<file path="config.mk">
export PLATFORM = sky130hd
export DESIGN_NAME = iob_clkmux_ctrl
export DESIGN_NICKNAME = d
export VERILOG_FILES = /design/src/rtl/iob_clkmux_ctrl_pkg.sv /design/src/rtl/iob_clkmux_ctrl_cnt.sv /design/src/rtl/iob_clkmux_ctrl.sv
export SDC_FILE = /design/constraint.sdc
export NUM_CORES = 1
export LEC_CHECK = 0
export ABC_AREA = 0
export CORE_MARGIN = 2
export CORE_UTILIZATION = 58
export DETAILED_ROUTE_END_ITERATION = 8
export PLACE_DENSITY = 0.81
export SYNTH_ARGS = -nofsm -noshare
export SYNTH_HDL_FRONTEND = slang
export SYNTH_SLANG_ARGS = --single-unit
</file>
<file path="constraint.sdc">
create_clock -name clk -period 4.5 [get_ports clk]
set_clock_uncertainty 0.1 [all_clocks]
set_input_delay 1.125 -clock clk [delete_from_list [all_inputs] [get_ports clk]]
set_output_delay 1.125 -clock clk [all_outputs]
set_load 0.01 [all_outputs]
</file>
<file path="src/rtl/iob_clkmux_ctrl_pkg.sv">
// Shared types and helpers for the clock-mux switch sequencer.
package iob_clkmux_ctrl_pkg;

   typedef enum logic [2:0] {
      StIdle   = 3'd0,
      StLock   = 3'd1,
      StOff    = 3'd2,
      StSettle = 3'd3,
      StAck    = 3'd4
   } state_e;

   // Counter width large enough to hold the longest of the three timed phases.
   function automatic int unsigned cnt_width(input int unsigned a,
                                             input int unsigned b,
                                             input int unsigned c);
      int unsigned m;
      m = a;
      if (b > m) m = b;
      if (c > m) m = c;
      return $clog2(m + 1);
   endfunction

endpackage

</file>
<file path="src/rtl/iob_clkmux_ctrl_cnt.sv">
// Loadable saturating down-counter with zero flag; times the OFF, SETTLE and LOCK phases.
module iob_clkmux_ctrl_cnt #(
   parameter int unsigned W = 4
) (
   input  logic         clk,
   input  logic         rst,
   input  logic         load_i,
   input  logic [W-1:0] load_val_i,
   output logic         zero_o
);

   logic [W-1:0] cnt_q;

   always_ff @(posedge clk) begin
      if (rst) begin
         cnt_q <= '0;
      end else if (load_i) begin
         cnt_q <= load_val_i;
      end else if (cnt_q != '0) begin
         cnt_q <= cnt_q - W'(1);
      end
   end

   assign zero_o = (cnt_q == '0);

endmodule

</file>
<file path="src/rtl/iob_clkmux_ctrl.sv">
// Switch sequencer for a 2-input clock mux: gate clock off, move select, settle, re-enable, ack.
// Optional lock wait before switching is enabled by defining IOB_CLKMUX_CTRL_LOCK_EN.
module iob_clkmux_ctrl
   import iob_clkmux_ctrl_pkg::*;
#(
   parameter bit          INIT_SEL      = 1'b0,
   parameter int unsigned OFF_CYCLES    = 4,
   parameter int unsigned SETTLE_CYCLES = 8,
   parameter int unsigned LOCK_TIMEOUT  = 1024
) (
   input  logic clk,
   input  logic rst,
   input  logic sw_req_i,
   input  logic sw_sel_i,
   output logic sw_ack_o,
   output logic sw_err_o,
   output logic busy_o,
   output logic clk_sel_o,
   output logic clk_en_o
`ifdef IOB_CLKMUX_CTRL_LOCK_EN
   ,
   input  logic lock_i
`endif
);

   localparam int unsigned CntW = cnt_width(OFF_CYCLES, SETTLE_CYCLES, LOCK_TIMEOUT);

   state_e state_q, state_d;
   logic   target_q, target_d;
   logic   sel_q, sel_d;
   logic   en_q, en_d;
   logic   ack_q, ack_d;
   logic   err_q, err_d;
   logic   busy_q, busy_d;

   logic            cnt_load;
   logic [CntW-1:0] cnt_val;
   logic            cnt_zero;

   iob_clkmux_ctrl_cnt #(
      .W(CntW)
   ) u_cnt (
      .clk       (clk),
      .rst       (rst),
      .load_i    (cnt_load),
      .load_val_i(cnt_val),
      .zero_o    (cnt_zero)
   );

   always_comb begin
      state_d  = state_q;
      target_d = target_q;
      sel_d    = sel_q;
      en_d     = en_q;
      err_d    = 1'b0;
      cnt_load = 1'b0;
      cnt_val  = '0;

      unique case (state_q)
         StIdle: begin
            if (sw_req_i) begin
               target_d = sw_sel_i;
               if (sw_sel_i == sel_q) begin
                  state_d = StAck;
               end else begin
`ifdef IOB_CLKMUX_CTRL_LOCK_EN
                  state_d  = StLock;
                  cnt_load = 1'b1;
                  cnt_val  = CntW'(LOCK_TIMEOUT - 1);
`else
                  state_d  = StOff;
                  en_d     = 1'b0;
                  cnt_load = 1'b1;
                  cnt_val  = CntW'(OFF_CYCLES - 1);
`endif
               end
            end
         end

         StLock: begin
`ifdef IOB_CLKMUX_CTRL_LOCK_EN
            // Clock keeps running on the old source until the new one reports lock.
            if (lock_i) begin
               state_d  = StOff;
               en_d     = 1'b0;
               cnt_load = 1'b1;
               cnt_val  = CntW'(OFF_CYCLES - 1);
            end else if (cnt_zero) begin
               state_d = StAck;
               err_d   = 1'b1;
            end
`else
            state_d = StIdle;
`endif
         end

         StOff: begin
            if (cnt_zero) begin
               sel_d    = target_q;
               state_d  = StSettle;
               cnt_load = 1'b1;
               cnt_val  = CntW'(SETTLE_CYCLES - 1);
            end
         end

         StSettle: begin
            if (cnt_zero) begin
               en_d    = 1'b1;
               state_d = StAck;
            end
         end

         StAck: begin
            state_d = StIdle;
         end

         default: begin
            state_d = StIdle;
         end
      endcase

      // Outputs are registered from the next state so they line up with the state register.
      ack_d  = (state_d == StAck);
      busy_d = (state_d != StIdle);
   end

   always_ff @(posedge clk) begin
      if (rst) begin
         state_q  <= StIdle;
         target_q <= INIT_SEL;
         sel_q    <= INIT_SEL;
         en_q     <= 1'b1;
         ack_q    <= 1'b0;
         err_q    <= 1'b0;
         busy_q   <= 1'b0;
      end else begin
         state_q  <= state_d;
         target_q <= target_d;
         sel_q    <= sel_d;
         en_q     <= en_d;
         ack_q    <= ack_d;
         err_q    <= err_d;
         busy_q   <= busy_d;
      end
   end

   assign sw_ack_o  = ack_q;
   assign sw_err_o  = err_q;
   assign busy_o    = busy_q;
   assign clk_sel_o = sel_q;
   assign clk_en_o  = en_q;

endmodule

</file>
Word-level counts from Yosys, hierarchy flattened. Index checks and enable logic that the tools add are counted. W data, S select, Z words.

Input bits: 4. Logic and storage cells: 43. Bits in registers: 19. Output and inout bits: 5.

Mux-type cells: 19. Add/sub/neg operators: 1. Equality and inequality tests: 7. Reductions and logical operators: 9.

Operators with widths (count): $mux W11 (2); $mux W3 (5); $logic_not A11 Y1 (1); $reduce_bool A11 Y1 (1); $sub A11 B1 Y11 const B (1); $pmux W3 S3 (1); $eq A3 B2 Y1 const B (2); $mux W1 (6); $ne A2 B2 Y1 const B (3); $pmux W3 S2 (1); $mux W2 (2); $pmux W1 S2 (2); $reduce_and A2 Y1 (2); $reduce_and A4 Y1 (1); $reduce_bool A2 Y1 (2); $eq A3 B3 Y1 const B (1); $logic_not A3 Y1 (1); $reduce_bool A3 Y1 (1); $eq A1 B1 Y1 (1).

Depth between registers and ports, before layout. Gate-level depths: netlist of run 1.

Depth in word-level cells: 5. Gate-level depth with buffers: 6. Mapped depth without buffers: 6.

Hierarchy. Synthesis of run 1 repeated with hierarchy kept, for this count alone.

Cells, all modules: 104. Area total of the unflattened synthesis: 977.2 sq um.

By module, submodules not included: iob_clkmux_ctrl_cnt (area an instance 626.9 sq um, instances 1, seq. area each 220.2 sq um, cells an instance 72); iob_clkmux_ctrl (area an instance 350.3 sq um, instances 1, seq. area each 160.2 sq um, cells an instance 32).

Least setup slack after synthesis of run 1. Ideal clock, no wire load.

Path kind: input -> register. From: in sw_req_i. To: reg u_cnt.cnt_q[0]. Data required time: 4309 ps. Data arrival time: 1903 ps. Buffers on the path: 0. Cell stages on the path: 4. Setup time: 91 ps. Setup slack: 2406 ps. Cells stage by stage: nor4b_4 -> nand2_1 -> nor4b_1 -> a311oi_1.

Cells in the longest elaborated chain, start to end: 3. Elaborated cells on any way between the ends: 6. Classes of those cells: 5 x mux; 1 x reduce/logical.

Ends and longest elaborated chain: start: declaration (line iob_clkmux_ctrl.sv:13) `input logic sw_req_i,`; $mux W2 or $mux W1 (tied branches) (line iob_clkmux_ctrl.sv:61) `if (sw_req_i) begin`; $pmux W3 S2 or $pmux W1 S2 (tied branches) (line iob_clkmux_ctrl.sv:59) `unique case (state_q)`; $mux W11 or $reduce_bool A2 Y1 (tied branches); end signal: assignment (line iob_clkmux_ctrl_cnt.sv:18) `cnt_q <= load_val_i;`; end signal: assignment (line iob_clkmux_ctrl_cnt.sv:20) `cnt_q <= cnt_q - W'(1);`; end: declaration (line iob_clkmux_ctrl_cnt.sv:12) `logic [W-1:0] cnt_q;`.

Parallel ways exist; a longest one is shown, timed or not. A chain may end at the register's enable or synchronous reset.

==> results.cfg, run 1 <==
[setup_path]
timing.rr.end = clk_sel_o
cp.depth = 4
crit_chain = clkdlybuf4s50_1, a21oi_1, nand2_1, a311oi_1
r2r-start = u_cnt.cnt_q[0]
critPathTopFamily = buffers and inverters
critPathArrivalTime_ps = 2620
path_buf_inv = 1
crit_path_end_kind = flop
critPathRequiredTime_ps = 4610
r2r_slack_ps = 2560
cp-start-kind = input pin
max_stage_delay_ps = 630
slowest_stage = clkdlybuf4s50_1
cp-startpoint = rst
crit_fanout = 13
worstRegToRegCells = 6
path_class = input pin to flop

[sta]
finalSetupViolCount = 0
hold_viol = 0
worst_pin_slew_ps = 508.6
post-route-period-util_pct = 55.63
timing.fmax_ghz = 0.3994
slew_viol_final = 0
period_minus_slack_ps = 2504
fin_ws_ps = 1996
fin_setup_tns_ps = 0
max_slew_margin_pct = 66.02
rsz0062_at_grt = false

[layout]
nNetsFinal = 116
diodes = 0
nFillCells = 124
multi_input_area_sq_um = 533.0
synthToLayoutAreaGrowth_pct = 11.18
drive_above_1_share_pct = 9.091
seq_area_sq_um = 380.4

[placed_design]
port_buffers = 7
gp_congestion = 0.7948
dpl_worst_slack_ps = 1674
hpwl_mm = 1.399

[route]
vias = 788
wl_per_cell_um = 14.84
first_iter_violations = 15
routed_wirelength_mm = 1.870
drc = 0
via_per_inst = 6.254
antenna_left = 0
first_pass_iters = 7

[cts]
worst_skew_pair.late_latency_ps = 300
cts.sinks = 19
cts_max_level = 1
cts_resized = 0
cts_made_buffers = 3
hold_buffers = 0
path_clk_slew_ps = 110
cts_tree = yes
clockRootBuffer = clkbuf_4
cts.path.max_buffers = 2
postCtsSetupBuffers = 0

[floorplanning]
io_pins = 9
die_height_um = 44.25
fp.dieW_um = 44.25
initial_utilization_pct = 62.38
core-area_sq_um = 1506
design.die.area_sq_um = 1958
std_cell_rows = 14

[synthesis]
syn_inst = 101
seq_area_frac_synth_pct = 40.48
yosysTopAreaCellShare_pct = 40.48
syn-num-nets = 106
synth_area_leaders = dfxtp_1 (40%), a21oi_1 (4.8%), nand2_1 (3.6%)
synth_edf_count = 0
netlist_area_sq_um = 939.7
synthArstFlopShare_pct = 0
ys_types = 39
synth.most_common_cell = dfxtp_1
yosys_warnings = 0
synth_top_cell_by_area = dfxtp_1
synth_flop_cell = dfxtp_1
avgSynthCellArea_sq_um = 9.303
ys_seq_elements = 19
yosys-top-cells-count = dfxtp_1 (19), a21oi_1 (9), nand2_1 (9)

[grt]
gr-usage-met2_pct = 36.18
grt_pass1_wl_mm = 3.229
grt_usage_pct = 22.43
grt_max_degree = 14
grt_use_met1_pct = 29.34
grt_pass1_vias = 744
met3_usage_pct = 4.082
grt.busiest_layer = met2
antenna_found_initial = 0
grt_overflow = 0

[power]
vdd_ir_drop_max_v = 0.0002709
fin_total_pwr_uw = 683.6
power_density_nw_per_um2 = 654.3
p_leak_nw = 0.3890

[worst_hold_path]
hp-class = flop to flop
hp-start = u_cnt.cnt_q[10]
holdPathEnd = u_cnt.cnt_q[10]
hold_depth = 1

[run_status]
run_status = completed

[job]
drv_cap = 0
[worst max-delay path by stage]
stage                                 to  slack (ps)
after floorplan           u_cnt.cnt_q[0]        2410
after global placement    u_cnt.cnt_q[4]        1760
after detailed placement  u_cnt.cnt_q[4]        1670
after CTS                      clk_sel_o        1990
after global routing      u_cnt.cnt_q[4]        1900
final                     u_cnt.cnt_q[4]        2000
[report_power, final]
part	internal (mW)	leakage (nW)	switching [mW]	total, mW
combinational	0.147	0.218	0.187	0.335
clock	0.0346	0.0150	0.0536	0.0882
sequential	0.208	0.156	0.0524	0.261
total	0.390	0.389	0.293	0.684
[metrics by stage]
stage               hold WS (ps)  util (%)  instances  cell area (sq um)
detailed placement         384.1     67.61        122               1018
global route               423.0     69.35        126               1045
global placement           362.0     67.61        122               1018
finish                     404.6     69.35        126               1045
floorplan                  351.8         -        101              939.7
CTS                        408.7     69.35        126               1045
[flip-flops by register name, summed over array words and instances, names as in the netlist]
| name | cells |
|---|---|
| clk_sel_o | 1 |
| sw_ack_o | 1 |
| u_cnt.cnt_q | 11 |
| clk_en_o | 1 |
| target_q | 1 |
| busy_o | 1 |
| state_q | 3 |
[cell families (layout without fill, tap and decap cells)]
kind of cell	Yosys count	in the layout	synth area share, %
AOI/OAI and AO/OA	23	23	16.65
xor gates and xnor gates	6	6	5.594
adders and majority gates	1	1	1.331
buffers and inverters	6	15	2.796
DFF	19	19	40.48
muxes	2	2	2.131
other	1	1	0.3991
and+or+nand+nor	43	43	30.63
[final cells by class]
type	count	share of cell area, %
clock buffers	4	2.515
inverters	4	1.437
multi-input cells	76	51.02
flip-flops and latches	19	36.41
well taps	16	1.916
repair buffers	7	6.707
[routing by layer]
layer	part of all wire, %	vias to the layer above
li1	-	398
met1	46	369
met2	48	16
met3	3.4	5
met4	1.9	0
met5	0	-
[layout by cell type, fill, tap and decap left out, types with 2 or more instances in the layout]
cell | synthesis | routed
a311oi_1 | 2 | 2
o21ai_0 | 2 | 2
nor3_1 | 2 | 2
clkdlybuf4s50_1 | 0 | 7
nand4_1 | 3 | 3
xor2_1 | 3 | 3
or3_1 | 2 | 2
nor4_1 | 2 | 2
nand2_1 | 9 | 9
inv_1 | 4 | 4
nand3_1 | 3 | 3
o31ai_1 | 2 | 2
nor4b_1 | 3 | 3
a221o_1 | 2 | 2
xnor2_1 | 3 | 3
mux2i_1 | 2 | 2
dfxtp_1 | 19 | 19
a21oi_1 | 9 | 9
nor2_1 | 8 | 8
clkbuf_4 | 0 | 3
(Power assumes the default switching activity.)
==> run 2: changes to the inputs <==
CORE_UTILIZATION = 49   (was 58)
PLACE_DENSITY = 0.73   (was 0.81)
clock period = 2.1 ns   (was 4.5 ns; I/O delays follow)
==> run 2 against run 1 <==
Effect of this change:
- final area is 7.5% higher
- worst hold slack worse by 9.8 ps
- register-to-register slack worse by 2400 ps
- clock power is 110% higher
- non-clock buffer count is 9 higher
- total power is 120% higher
- sequential share of layout area is 2.6 points lower
- global-route usage is 3.2 points lower
- first-iteration DRC count is 20% higher
- sequential power is 110% higher
- combinational power is 130% higher
- largest cell class unchanged
==> results.cfg, run 2 (same netlist as run 1, synthesis figures left out) <==
[run_status]
run_status = completed

[setup_path]
crit_chain = clkdlybuf4s50_1
cp-start-kind = flop
critPathArrivalTime_ps = 1270
crit_fanout = 4
path_class = flop to output pin
max_stage_delay_ps = 560
critPathRequiredTime_ps = 1470
path_buf_inv = 1
slowest_stage = clkdlybuf4s50_1
critPathTopFamily = buffers and inverters
crit_path_end_kind = output pin

[grt]
antenna_found_initial = 0
grt_max_degree = 13
grt_usage_pct = 19.21
grt_overflow = 0
grt_pass1_wl_mm = 3.008
grt_pass1_vias = 710

[floorplanning]
die_height_um = 47.79
design.die.area_sq_um = 2284
fp.dieW_um = 47.79
initial_utilization_pct = 53.26
io_pins = 9
core-area_sq_um = 1764
std_cell_rows = 15

[layout]
mostFrequentLayoutCell = dfxtp_1
multi_input_area_sq_um = 533.0
drive_above_1_share_pct = 15.97
nNetsFinal = 125
nFillCells = 162
largest_reg_flops = 11
regMostFlops = u_cnt.cnt_q
seq_area_sq_um = 380.4
top_regs = u_cnt.cnt_q x11, state_q x3
diodes = 0
synthToLayoutAreaGrowth_pct = 19.57
final_cells = 144
layout_common_cells = dfxtp_1 (19), a21oi_1 (9), nand2_1 (9), buf_4 (9), nor2_1 (8)
final_area_sq_um = 1124

[sta]
timing.fmax_ghz = 0.5268
finalSetupViolCount = 0
period_minus_slack_ps = 1898
hold_viol = 0
rsz0062_at_grt = false
slew_viol_final = 0
post-route-period-util_pct = 90.40
fin_setup_tns_ps = 0
hold_ws_ps = 394.9

[power]
fin_total_pwr_mw = 1.504
p_leak_nw = 0.4317
power_density_nw_per_um2 = 1338
vdd_ir_drop_max_v = 0.0006223

[route]
drc = 0
first_iter_violations = 18
via_per_inst = 5.688
wl_per_cell_um = 12.78
antenna_left = 0
vias = 819
first_pass_iters = 4
routed_wirelength_mm = 1.841

[cts]
postCtsSetupBuffers = 0
cts_resized = 0
cts_max_level = 1
cts.sinks = 19
hold_buffers = 0
cts_made_buffers = 3
worst_skew_pair.late_latency_ps = 300
path_clk_slew_ps = 100
cts_tree = yes
clockRootBuffer = clkbuf_4
cts.path.max_buffers = 2

[placed_design]
placedCellCount = 140
gp_congestion = 0.8483
port_buffers = 7
hpwl_mm = 1.408
placed_area_sq_um = 1097

[job]
drv_cap = 0

[worst_hold_path]
hp-class = flop to flop
-- run 2: cell types whose count changed in the layout (fill, tap and decap cells not counted), sizes merged --
cell,before,now
buf,0,9
-- run 2: path summary, 6_finish.rpt --
| kind | slack [ps] | start | cells after the start | to |
|---|---|---|---|---|
| worst max-delay path | 200 | clk_sel_o | 1 | clk_sel_o |
| worst min-delay path | 390 | u_cnt.cnt_q[10] | 1 | u_cnt.cnt_q[10] |
| worst min register to register | 390 | u_cnt.cnt_q[10] | 1 | u_cnt.cnt_q[10] |
| worst max register to register | 200 | u_cnt.cnt_q[0] | 7 | u_cnt.cnt_q[1] |
-- run 2: area by class of cell --
class                           instances  share of cell area [%]
Clock buffer                            4                   2.339
Sequential cell                        19                   33.85
Multi-Input combinational cell         76                   47.44
Timing Repair Buffer                   16                   12.25
Inverter                                4                   1.336
Tap cell                               25                   2.784
-- run 2: power breakdown --
group / internal (mW) / switching (mW)
combinational: 0.356 / 0.412
clock: 0.0741 / 0.107
sequential: 0.446 / 0.109
-- run 2: layer usage --
layer / global-route usage (%) / routed length, um
met2: 30.13 / 869
met1: 25.29 / 842
met5: 0 / 0
met3: 2.642 / 81
met4: 10.81 / 48
-- run 2: per-stage QoR --
step | util, % | setup slack (ps)
4_1_cts | 63.69 | 196.6
6_report | 63.69 | 201.7
3_5_place_dp | 62.20 | 4.208
5_1_grt | 63.69 | 67.84
3_3_place_gp | 62.20 | 36.87
2_1_floorplan | - | 387.8
==> run 3: changes to the inputs <==
CORE_MARGIN = 5   (was 2)
==> run 3 against run 2 <==
Effect of this change:
- via count down 2.2%
- worst hold slack better by 11 ps
- clock-buffer cell count down 1
- total power about the same
- register-to-register slack better by 30 ps
- clock power up 6%
- routed wire length up 2.9%
- largest cell class unchanged
==> results.cfg, run 3 (same netlist as run 1, synthesis figures left out) <==
[run_status]
run_status = completed

[setup_path]
critPathTopFamily = buffers and inverters
crit_path_end_kind = output pin
r2r-start = u_cnt.cnt_q[0]
max_stage_delay_ps = 570
r2r_slack_ps = 230
worstRegToRegCells = 6
timing.rr.end = clk_sel_o
path_class = flop to output pin
crit_fanout = 4
slowest_stage = clkdlybuf4s50_1
critPathRequiredTime_ps = 1470
cp-start-kind = flop
crit_chain = clkdlybuf4s50_1
path_buf_inv = 1
critPathArrivalTime_ps = 1300

[job]
drv_cap = 0

[layout]
regMostFlops = u_cnt.cnt_q
fin_util_pct = 61.40
final_cells = 140
diodes = 0
mostFrequentLayoutCell = dfxtp_1
top_regs = u_cnt.cnt_q x11, state_q x3
final_area_sq_um = 1095
synthToLayoutAreaGrowth_pct = 16.51
layout_common_cells = dfxtp_1 (19), a21oi_1 (9), nand2_1 (9), nor2_1 (8), clkdlybuf4s50_1 (7)
nNetsFinal = 121
largest_reg_flops = 11
nFillCells = 150
drive_above_1_share_pct = 13.91

[sta]
hold_viol = 0
hold_ws_ps = 405.4
period_minus_slack_ps = 1927
fin_ws_ps = 172.5
slew_viol_final = 0
finalSetupViolCount = 0
fin_setup_tns_ps = 0
post-route-period-util_pct = 91.78
rsz0062_at_grt = false
timing.fmax_ghz = 0.5188

[placed_design]
placed_area_sq_um = 1067
dpl_worst_slack_ps = 7.355
placedCellCount = 136
port_buffers = 7
hpwl_mm = 1.476
gp_congestion = 0.8709

[worst_hold_path]
hp-start = u_cnt.cnt_q[10]
hold_depth = 1
holdPathEnd = u_cnt.cnt_q[10]
hp-class = flop to flop

[floorplanning]
core-area_sq_um = 1783
design.die.area_sq_um = 2893
die_height_um = 53.79
initial_utilization_pct = 52.70
io_pins = 9
fp.dieW_um = 53.79
std_cell_rows = 15

[route]
antenna_left = 0
vias = 801
via_per_inst = 5.721
drc = 0
first_pass_iters = 4
first_iter_violations = 15
wl_per_cell_um = 13.53
routed_wirelength_mm = 1.894

[cts]
path_clk_slew_ps = 110
cts_max_level = 1
cts.path.max_buffers = 2
cts_tree = yes
hold_buffers = 0
cts.sinks = 19
worst_skew_pair.late_latency_ps = 310
cts_made_buffers = 3
clockRootBuffer = clkbuf_4
cts_resized = 0
postCtsSetupBuffers = 0

[grt]
grt_pass1_wl_mm = 3.318
grt_overflow = 0
grt_max_degree = 12
grt_usage_pct = 16.15
antenna_found_initial = 0
grt_pass1_vias = 809

[power]
p_leak_nw = 0.4154
fin_total_pwr_mw = 1.505
vdd_ir_drop_max_v = 0.0005599
power_density_nw_per_um2 = 1375
## run 3: cell types whose count changed in the layout (fill, tap and decap cells not counted)
cell,delta
clkbuf_1,-1
buf_4,-4
clkinv_2,+1
## run 3: layer usage
layer	wire length [um]	track usage [%]	part of all wire, %	vias to the layer above
met2	928	28.63	49	17
met3	55	2.493	2.9	5
met5	0	0	0	-
met1	861	17.68	45	375
met4	48	10.21	2.5	0
li1	-	-	-	404
## run 3: area by class of cell
class	count	area (sq um)	area share, %
sequential	19	380.4	34.74
inverter	4	15.01	1.371
clock inverter	1	5.005	0.4571
multi-input combinational	76	533.0	48.69
clock buffer	3	22.52	2.057
tap	25	31.28	2.857
timing repair buffer	12	107.6	9.829
## run 3: worst max path at each step
stage / depth (start not counted) / from / end
finish: 1 / clk_sel_o / clk_sel_o
CTS: 1 / clk_sel_o / clk_sel_o
floorplan: 6 / u_cnt.cnt_q[0] / clk_sel_o
detailed placement: 5 / sw_sel_i / u_cnt.cnt_q[4]
global route: 6 / u_cnt.cnt_q[1] / clk_sel_o
global placement: 5 / sw_sel_i / u_cnt.cnt_q[4]
## run 3: power breakdown
group | total, mW | internal, mW | switching (mW)
logic | 0.757 | 0.346 | 0.411
registers | 0.556 | 0.446 | 0.109
clock network | 0.192 | 0.0713 | 0.121
total | 1.51 | 0.864 | 0.641
